===== src/rtl/mem_chk_addr_gen.sv =====
// mem_chk_addr_gen: loadable address counter used for both the write and
// the read sweep. Tracks the current address, its offset from the first
// location of the sweep, and how many locations remain. The address never
// advances past the final location, so a full-range sweep ends at DEPTH-1.
module mem_chk_addr_gen #(
    parameter int ADDR_LINES = 10
) (
    input  logic                  clk_i,
    input  logic                  rst_ni,
    input  logic                  load_i,
    input  logic [ADDR_LINES-1:0] load_addr_i,
    input  logic [ADDR_LINES:0]   load_cnt_i,
    input  logic                  adv_i,
    output logic [ADDR_LINES-1:0] addr_o,
    output logic [ADDR_LINES:0]   offset_o,
    output logic                  last_o
);

    logic [ADDR_LINES-1:0] addr_q;
    logic [ADDR_LINES:0]   off_q;
    logic [ADDR_LINES:0]   rem_q;

    // Load a new sweep, or step to the next location on an accepted request.
    always_ff @(posedge clk_i or negedge rst_ni) begin
        if (!rst_ni) begin
            addr_q <= '0;
            off_q  <= '0;
            rem_q  <= '0;
        end else if (load_i) begin
            addr_q <= load_addr_i;
            off_q  <= '0;
            rem_q  <= load_cnt_i;
        end else if (adv_i && (rem_q != '0)) begin
            rem_q <= rem_q - 1'b1;
            if (!last_o) begin
                addr_q <= addr_q + 1'b1;
                off_q  <= off_q + 1'b1;
            end
        end
    end

    assign addr_o   = addr_q;
    assign offset_o = off_q;
    assign last_o   = (rem_q == {{ADDR_LINES{1'b0}}, 1'b1});

endmodule


===== config.mk =====
export PLATFORM = sky130hd
export DESIGN_NAME = mem_chk_addr_gen
export DESIGN_NICKNAME = d
export VERILOG_FILES = /design/src/rtl/mem_chk_addr_gen.sv
export SDC_FILE = /design/constraint.sdc
export NUM_CORES = 1
export LEC_CHECK = 0
export BUFFER_PORTS_ARGS = -buffer_cell sky130_fd_sc_hd__buf_2
export CELL_PAD_IN_SITES_DETAIL_PLACEMENT = 1
export CELL_PAD_IN_SITES_GLOBAL_PLACEMENT = 2
export CORE_MARGIN = 1.5
export CORE_UTILIZATION = 35
export CTS_BUF_LIST = sky130_fd_sc_hd__clkbuf_8 sky130_fd_sc_hd__clkbuf_16
export CTS_CLUSTER_DIAMETER = 200
export DETAILED_ROUTE_END_ITERATION = 8
export GPL_TIMING_DRIVEN = 0
export PLACE_DENSITY_LB_ADDON = 0.25
export SYNTH_ARGS = -nofsm -noshare
export SYNTH_HDL_FRONTEND = slang
export SYNTH_SLANG_ARGS = --single-unit

===== constraint.sdc =====
create_clock -name clk_i -period 4.7 [get_ports clk_i]
set_input_delay 0.94 -clock clk_i [delete_from_list [all_inputs] [get_ports clk_i]]
set_output_delay 0.94 -clock clk_i [all_outputs]
set_load 0.01 [all_outputs]

[Yosys cells after proc, flatten, opt, wreduce, memory -nomap -nowiden]
Index checks and enable logic that the tools add are counted.
Operators by class
  $add $sub $neg: 3
  equality and inequality tests: 2
  multiplexer cells: 8
  reductions and logical operators: 4
Operators with widths (count)
  2-to-1 mux 11 bit: 5
  2-to-1 mux 10 bit: 3
  adder 11 x 1 -> 11 bit, second input constant: 1
  == test 11 x 1 -> 1 bit, second input constant: 1
  nonzero test 11 bit: 1
  subtractor 11 x 1 -> 11 bit, second input constant: 1
  adder 10 x 1 -> 10 bit, second input constant: 1
  inequality test 2 bit, second input constant: 1
  AND reduction 2 bit: 1
  nonzero test 2 bit: 1
  logical AND 1 bit: 1
Storage, ports and cells
  register bits after elaboration: 32
  input port bits: 25
  output and inout port bits: 22
  logic and storage cells: 20

[Logic depth before layout (Yosys ltp)]
Gate-level depths: netlist of the first run.
  depth after elaboration: 4
  gate-level depth with buffers: 8
  gate-level depth less buffers: 6

[Worst setup path after synthesis of the first run]
No wires, ideal clock.
  path type: input to register
  from: input adv_i
  to: register rem_q[5]
  setup time: 0.124 ns
  arrival: 2.248 ns
  data required time: 4.576 ns
  setup slack: 2.329 ns
  stages on the path: 4
  path buffers: 0
  cells stage by stage: or4b_1 -> a311oi_1 -> a21boi_0 -> o31a_1
Between the ends
  word-level cells in the longest chain between the ends: 2
RTL lines
  start, declared: RTL line 13  | input logic adv_i,
  logical AND 1 bit: RTL line 33  | end else if (adv_i && (rem_q != '0)) begin
  nonzero test 2 bit (no line)
  end signal, assigned: RTL line 32  | rem_q <= load_cnt_i;
  end signal, assigned: RTL line 34  | rem_q <= rem_q - 1'b1;
  end, declared: RTL line 21  | logic [ADDR_LINES:0] rem_q;
No other way between the ends.
A chain may end at the register's enable or synchronous reset.

[Worst setup path in the final report of the first run]
  from: register rem_q[4]
  to: output last_o
Between the ends
  word-level cells in the longest chain between the ends: 1
RTL lines
  == test 11 x 1 -> 1 bit: RTL line 44  | assign last_o = (rem_q == {{ADDR_LINES{1'b0}}, 1'b1});
  end, declared: RTL line 16  | output logic last_o
No other way between the ends.

==> impl_metrics.json, run 1 <==
{
  "end_kind": "output pin",
  "fin_ws_ns": 1.80,
  "layout_commonest_cell": "buf_2",
  "grt_pass1_vias": 1806,
  "powerDensity_nw_per_um2": 284,
  "dp_cells": 317,
  "syn_nets": 230,
  "rows": 26,
  "first_iter_violations": 80,
  "worstMarginPinSlew_ns": 0.885,
  "via_count": 1748,
  "p_leak_nw": 0.988,
  "drv_slew": 0,
  "hp-class": "reg2reg",
  "wirelength_um": 5340,
  "ys_ff_latch": 32,
  "grt_start_max_net_pins": 33,
  "synth_top_area_frac": 0.411,
  "initial_core_util": 0.372,
  "hold_buffers": 0,
  "syn_area_um2": 1950,
  "die_area_um2": 6020,
  "clock_path_buffers": 2,
  "reg2reg_depth": 6,
  "rsz0062_at_grt": "no",
  "hold_ws_ns": 0.568,
  "synth_top_area_cell": "dfrtp_1",
  "clock_latency_ns": 0.29,
  "crit_chain": "nor4_1 -> and4_1 -> buf_2",
  "grt_pass1_wl_um": 9110,
  "layout.nets": 283,
  "num_io_pins": 47,
  "fin_skew_ns": 0.0107,
  "grt_use_total": 0.190,
  "p_total_w": 0.000666,
  "setup_viol": 0,
  "crit_slowest_cell": "nor4_1",
  "final_cell_mix": "buf_2, dfrtp_1, nand2_1",
  "cts_num_sinks": 32,
  "yosys_warnings": 0,
  "coreArea_um2": 5240,
  "numCtsBuffers": 5,
  "routabilityCongestion": 0.819,
  "io_buffers": 46,
  "pre_cts_slack_ns": 1.78,
  "post-cts-setup-buffers": 0,
  "ys_types": 47,
  "drc": 0,
  "async_reset_ff_frac": 1.00,
  "min_period_over_period": 0.617,
  "holdCritStartpoint": "offset_o[10]",
  "r2r_setup_slack_ns": 2.35,
  "vias_per_cell": 5.40,
  "ys_top_cells_by_area": "dfrtp_1, nand2_1, or4_2",
  "worstSetupStartpointType": "flip-flop",
  "whs_endpoint": "offset_o[10]",
  "arrival_ns": 1.96,
  "seq_area_frac_synth": 0.411,
  "status": "finished, final reports clean",
  "timing.rr.end": "offset_o[5]",
  "wire_per_inst_um": 16.5,
  "overflow": 0,
  "ir_drop_v": 0.000132,
  "max-cap-violations": 0,
  "crit_type": "reg2out",
  "area_growth_pct": 20.3,
  "antenna_found_initial": 0,
  "drive_above_1_share": 0.343,
  "layout.cells.non_filler": 324,
  "die_h_um": 77.6,
  "period_needed_ns": 2.90,
  "diodes": 0,
  "syn_avg_cell_area_um2": 9.69,
  "hold_depth": 2,
  "firstDrtPassIters": 4,
  "synth_ff_type": "dfrtp_1",
  "relSlewSlack": 0.405,
  "htreeDepth": 2,
  "tns_ns": 0,
  "syn-instance-count": 201,
  "post_cts_resized": 0,
  "hold_viol_final": 0,
  "fmax_mhz": 345,
  "dp_hpwl_um": 3920,
  "die_x_um": 77.6,
  "cts.clk_slew.worst_paths_ns": 0.07,
  "cp_max_fo": 7,
  "cts_tree": "built",
  "cp_data_required_time_ns": 3.76,
  "ant_nets": 0,
  "cts_root_buffer": "clkbuf_8",
  "reg2reg_from": "rem_q[4]",
  "crit_path_max_incr_delay_ns": 0.79,
  "synth-edff-count": 0
}
-- routing by layer --
| metal | vias up | track usage | share of wire |
|---|---|---|---|
| li1 | 876 | - | - |
| met3 | 6 | 0.0412 | 0.035 |
| met5 | - | 0 | 0 |
| met4 | 0 | 0.0491 | 0.0073 |
| met1 | 833 | 0.256 | 0.50 |
| met2 | 33 | 0.308 | 0.46 |
-- kinds of logic after synthesis --
| group | count (synthesis) | synth area share |
|---|---|---|
| AO/OA/AOI/OAI | 56 | 0.227 |
| multiplexers | 4 | 0.0212 |
| AND/OR/NAND/NOR | 83 | 0.241 |
| flip-flops | 32 | 0.411 |
| buffers and inverters | 15 | 0.0417 |
| XOR/XNOR | 7 | 0.0315 |
| adder cells (fa/ha/maj) | 4 | 0.0257 |
-- critical path: cells and delay by family (launching register included) --
family	cells	cell delay, ns
flops	1	0.45
buf+inv	1	0.13
simple gates	2	1.10
-- final cells by class --
type / count / area, µm²
multi-input cells: 154 / 1070
plain buffers: 8 / 55.1
flip-flops and latches: 32 / 801
fillers: 639 / 2890
repair buffers: 46 / 230
inverters: 7 / 26.3
well taps: 70 / 87.6
clock inverters: 2 / 8.76
clock buffers: 5 / 68.8
-- power by group --
group          switching, W  total (W)  internal (W)  leakage [nW]
combinational     0.0000797   0.000137     0.0000572         0.543
clock              0.000104   0.000203     0.0000985        0.0452
sequential        0.0000293   0.000327      0.000297         0.400
total              0.000213   0.000666      0.000453         0.988
-- cell usage after synthesis, types with 3 or more instances --
cell type   n
a21oi_1     8
a21oi_2     5
a31oi_1     4
and4_1      3
clkbuf_1    4
dfrtp_1    32
ha_1        4
inv_1       7
mux2i_1     3
nand2_1    25
nand3_1     9
nand4_1     5
nor2_1      9
o21ai_0    10
o21ai_2     3
o31ai_1     9
or2_2       3
or3_2       6
or4_2       9
xnor2_1     7
-- through the flow --
step	cell area, µm²	utilization
after global routing	2340	0.447
final	2340	0.447
after detailed placement	2270	0.433
after CTS	2340	0.447
after floorplan	1950	-
after global placement	2270	0.433
-- worst max path at each step --
stage	slack (ns)	to	start
after floorplan	2.33	rem_q[5]	adv_i
after global placement	1.80	rem_q[5]	adv_i
after detailed placement	1.78	rem_q[5]	adv_i
after CTS	1.80	last_o	rem_q[4]
after global routing	1.62	last_o	rem_q[4]
final	1.80	last_o	rem_q[4]
-- registers in the layout (all words and copies together), names as in the netlist --
name and cells:
addr_o 10, offset_o 11, rem_q 11
No activity file was read; power rests on OpenSTA's default activity.
==> run 2: changes to the inputs <==
Settings changed: CORE_UTILIZATION 35 to 32.
Clock period 4.7 ns to 2.7 ns, I/O delays scaled along.
==> impl_metrics.json, run 2 (synthesized netlist as in run 1, its figures left out) <==
{
  "status": "finished, final reports clean",
  "period_needed_ns": 2.47,
  "via_count": 1786,
  "p_sw_w": 0.000375,
  "power_frac_seq": 0.475,
  "clock_path_buffers": 2,
  "drc": 0,
  "timing.rr.end": "rem_q[5]",
  "initial_core_util": 0.331,
  "regArea_um2": 801,
  "relSlewSlack": 0.420,
  "fin_skew_ns": 0.00495,
  "finish.utilization": 0.401,
  "p_int_w": 0.000818,
  "diodes": 0,
  "cp_max_fo": 7,
  "hp-class": "in2async",
  "die_h_um": 81.0,
  "hold_ws_ns": 0.330,
  "rows": 28,
  "drv_slew": 0,
  "p_clk_frac": 0.325,
  "crit_type": "reg2out",
  "cp-endpoint": "last_o",
  "vias_per_cell": 5.41,
  "cts_tree": "built",
  "power_frac_comb": 0.200,
  "drive_above_1_share": 0.341,
  "die_x_um": 81.0,
  "grt_pass1_wl_um": 8990,
  "grt_start_max_net_pins": 33,
  "coreArea_um2": 5890,
  "tns_ns": 0,
  "layout_commonest_cell": "buf_2",
  "final_cell_mix": "buf_2, dfrtp_1, nand2_1",
  "cts_root_buffer": "clkbuf_8",
  "post-cts-setup-buffers": 0,
  "nFillCells": 708,
  "htreeDepth": 2,
  "wire_per_inst_um": 16.0,
  "swShare": 0.314,
  "dp_hpwl_um": 3800,
  "worstMarginPinSlew_ns": 0.862,
  "first_iter_violations": 65,
  "hold_viol_final": 0,
  "end_kind": "output pin",
  "crit_start": "rem_q[4]",
  "rsz0062_at_grt": "no",
  "ir_drop_v": 0.000184,
  "hold_buffers": 0,
  "cts_num_sinks": 32,
  "powerDensity_nw_per_um2": 505,
  "clock_latency_ns": 0.29,
  "min_period_over_period": 0.915,
  "reg2reg_from": "rem_q[2]",
  "r2r_setup_slack_ns": 0.36,
  "layout.nets": 283,
  "multi_input_area_um2": 1070,
  "post_cts_resized": 0,
  "num_io_pins": 47,
  "routabilityCongestion": 0.803,
  "cp_data_required_time_ns": 2.16,
  "wirelength_um": 5280,
  "p_leak_nw": 0.997,
  "antenna_found_initial": 0,
  "firstDrtPassIters": 4,
  "io_buffers": 46,
  "die_area_um2": 6570,
  "grt_pass1_vias": 1818,
  "area_growth_pct": 21.3,
  "max-cap-violations": 0,
  "reg2reg_depth": 4,
  "setup_viol": 0,
  "worstSetupStartpointType": "flip-flop",
  "ant_nets": 0,
  "overflow": 0,
  "numCtsBuffers": 5,
  "arrival_ns": 1.93,
  "grt_use_total": 0.180,
  "cts.clk_slew.worst_paths_ns": 0.07,
  "fmax_mhz": 405
}
-- run 2: cell types whose count changed in the layout (fill, tap and decap cells not counted) --
cell      change
clkbuf_8      +1
inv_1         +1
clkinv_2      -1
-- run 2: metrics by stage --
step	cell area, µm²	total power, W	std cells	setup slack [ns]
after floorplan	1950	0.000719	201	0.608
after global placement	2270	0.000812	322	0.205
after detailed placement	2270	0.000816	322	0.220
after CTS	2360	0.00121	330	0.217
after global routing	2360	0.00127	330	0.0667
final	2360	0.00119	330	0.229
-- run 2: worst min path at each step --
| stage | startpoint | cells past startpoint | slack (ns) | endpoint |
|---|---|---|---|---|
| 2_1_floorplan | rst_ni | 0 | 0.24 | addr_o[0] |
| 3_3_place_gp | offset_o[10] | 2 | 0.55 | offset_o[10] |
| 3_5_place_dp | offset_o[10] | 2 | 0.56 | offset_o[10] |
| 4_1_cts | rst_ni | 1 | 0.36 | rem_q[3] |
| 5_1_grt | rst_ni | 1 | 0.38 | rem_q[0] |
| 6_report | rst_ni | 1 | 0.33 | rem_q[3] |
-- run 2: power by group through the flow --
stage / combinational (W) / clock [W] / sequential [W]
finish: 0.000239 / 0.000388 / 0.000566
global route: 0.000271 / 0.000426 / 0.000576
floorplan: 0.000146 / 0 / 0.000572
detailed placement: 0.000241 / 0 / 0.000575
global placement: 0.000237 / 0 / 0.000575
CTS: 0.000242 / 0.000404 / 0.000566
-- run 2: area by class of cell --
type,count,share of cell area
Buffer,8,0.0233
Clock buffer,6,0.0350
Clock inverter,2,0.00318
Inverter,7,0.0111
Multi-Input combinational cell,154,0.451
Sequential cell,32,0.339
Tap cell,75,0.0397
Timing Repair Buffer,46,0.0975
-- run 2: metal layers --
layer | vias to the layer above | track usage | routed length [µm]
li1 | 871 | - | -
met1 | 870 | 0.242 | 2590
met2 | 36 | 0.283 | 2380
met3 | 9 | 0.0416 | 232
met4 | 0 | 0.0621 | 67
met5 | - | 0 | 0
-- run 2: critical path: stages, from the launching register on --
cell and delay (ns):
dfrtp_1 0.44, nor4_1 0.77, and4_1 0.30, buf_2 0.13
==> run 3: changes to the inputs <==
Settings changed: REMOVE_ABC_BUFFERS from default to 1.
==> impl_metrics.json, run 3 (synthesized netlist as in run 1, its figures left out) <==
{
  "hp-class": "in2async",
  "numCtsBuffers": 5,
  "routabilityCongestion": 0.716,
  "layout_commonest_cell": "buf_2",
  "status": "finished, final reports clean",
  "grt_use_total": 0.164,
  "p_leak_nw": 0.984,
  "crit_chain": "nor4_1 -> and4_1 -> buf_2",
  "crit_path_max_incr_delay_ns": 0.77,
  "initial_core_util": 0.331,
  "num_io_pins": 47,
  "post-cts-setup-buffers": 0,
  "grt_pass1_vias": 1653,
  "cp_num_buf_inv": 1,
  "clock_latency_ns": 0.29,
  "overflow": 0,
  "fin_skew_ns": 0.00748,
  "grt_start_max_net_pins": 44,
  "die_area_um2": 6570,
  "setup_viol": 0,
  "reg2reg_from": "rem_q[0]",
  "via_count": 1778,
  "die_h_um": 81.0,
  "rsz0062_at_grt": "no",
  "crit_type": "reg2out",
  "timing.rr.end": "offset_o[10]",
  "cp_data_required_time_ns": 2.16,
  "drv_slew": 0,
  "area_growth_pct": 20.0,
  "finish.utilization": 0.397,
  "post_cts_resized": 1,
  "dp_cells": 314,
  "clock_path_buffers": 2,
  "io_buffers": 46,
  "firstDrtPassIters": 4,
  "ant_nets": 0,
  "powerDensity_nw_per_um2": 512,
  "fmax_mhz": 403,
  "crit_slowest_cell": "nor4_1",
  "cts_tree": "built",
  "r2r_setup_slack_ns": 0.27,
  "cts.clk_slew.worst_paths_ns": 0.07,
  "nFillCells": 716,
  "die_x_um": 81.0,
  "hold_buffers": 0,
  "dp_hpwl_um": 3360,
  "period_needed_ns": 2.48,
  "final_cell_mix": "buf_2, dfrtp_1, nand2_1",
  "diodes": 0,
  "drc": 0,
  "fin_ws_ns": 0.218,
  "min_period_over_period": 0.919,
  "antenna_found_initial": 0,
  "wirelength_um": 5100,
  "drive_above_1_share": 0.351,
  "cts_num_sinks": 32,
  "end_kind": "output pin",
  "reg2reg_depth": 6,
  "layout.cells.non_filler": 323,
  "max-cap-violations": 0,
  "ir_drop_v": 0.000254,
  "rows": 28,
  "hold_viol_final": 0,
  "cp_top_family": "simple AND/OR/NAND/NOR gates",
  "worstMarginPinSlew_ns": 0.895,
  "layout.nets": 276,
  "vias_per_cell": 5.50,
  "first_iter_violations": 34,
  "htreeDepth": 2,
  "pre_cts_slack_ns": -0.0817,
  "relSlewSlack": 0.402,
  "arrival_ns": 1.94,
  "cp_max_fo": 7,
  "coreArea_um2": 5890,
  "wire_per_inst_um": 15.8,
  "grt_pass1_wl_um": 8270,
  "cts_root_buffer": "clkbuf_8",
  "worstSetupStartpointType": "flip-flop"
}
run 3: cell count changes in the layout (fill, tap and decap cells not counted):
cell	delta
clkinv_2	+2
buf_2	-1
buf_6	-1
buf_12	-1
inv_1	-2
o41ai_4	+1
buf_1	-1
clkbuf_1	-4
run 3: report_power, final:
part           leakage, nW  internal (W)  switching (W)  total [W]
clock network       0.0510      0.000204       0.000189   0.000393
registers            0.400      0.000518      0.0000500   0.000568
logic                0.533     0.0000936       0.000142   0.000235
total                0.984      0.000815       0.000381    0.00120
run 3: area by class of cell:
| type | instances | area [µm²] | share of cell area |
|---|---|---|---|
| tap | 75 | 93.8 | 0.0401 |
| sequential | 32 | 801 | 0.343 |
| clock inverter | 2 | 10.0 | 0.00428 |
| multi-input combinational | 155 | 1090 | 0.468 |
| timing repair buffer | 46 | 230 | 0.0985 |
| clock buffer | 6 | 82.6 | 0.0353 |
| inverter | 7 | 26.3 | 0.0112 |
run 3: metal layers:
metal | share of wire | global-route usage
met2 | 0.46 | 0.259
met3 | 0.038 | 0.0348
met5 | 0 | 0
met4 | 0.0098 | 0.0517
met1 | 0.49 | 0.223
run 3: worst max-delay path by stage:
stage,start,to,cells after the start,slack (ns)
global placement,rem_q[4],offset_o[6],4,-0.04
global route,rem_q[4],last_o,3,0.06
CTS,rem_q[4],last_o,3,0.20
detailed placement,rem_q[4],addr_o[9],4,-0.08
floorplan,rem_q[4],addr_o[5],4,0.37
finish,rem_q[4],last_o,3,0.22
run 3: through the flow:
step	area, µm²	setup TNS (ns)	hold slack, ns	power [W]
after detailed placement	2220	-0.806	0.557	0.000804
after global routing	2340	0	0.373	0.00127
after CTS	2340	0	0.352	0.00122
after global placement	2220	-0.355	0.556	0.000800
final	2340	0	0.323	0.00120
after floorplan	1890	0	0.244	0.000704
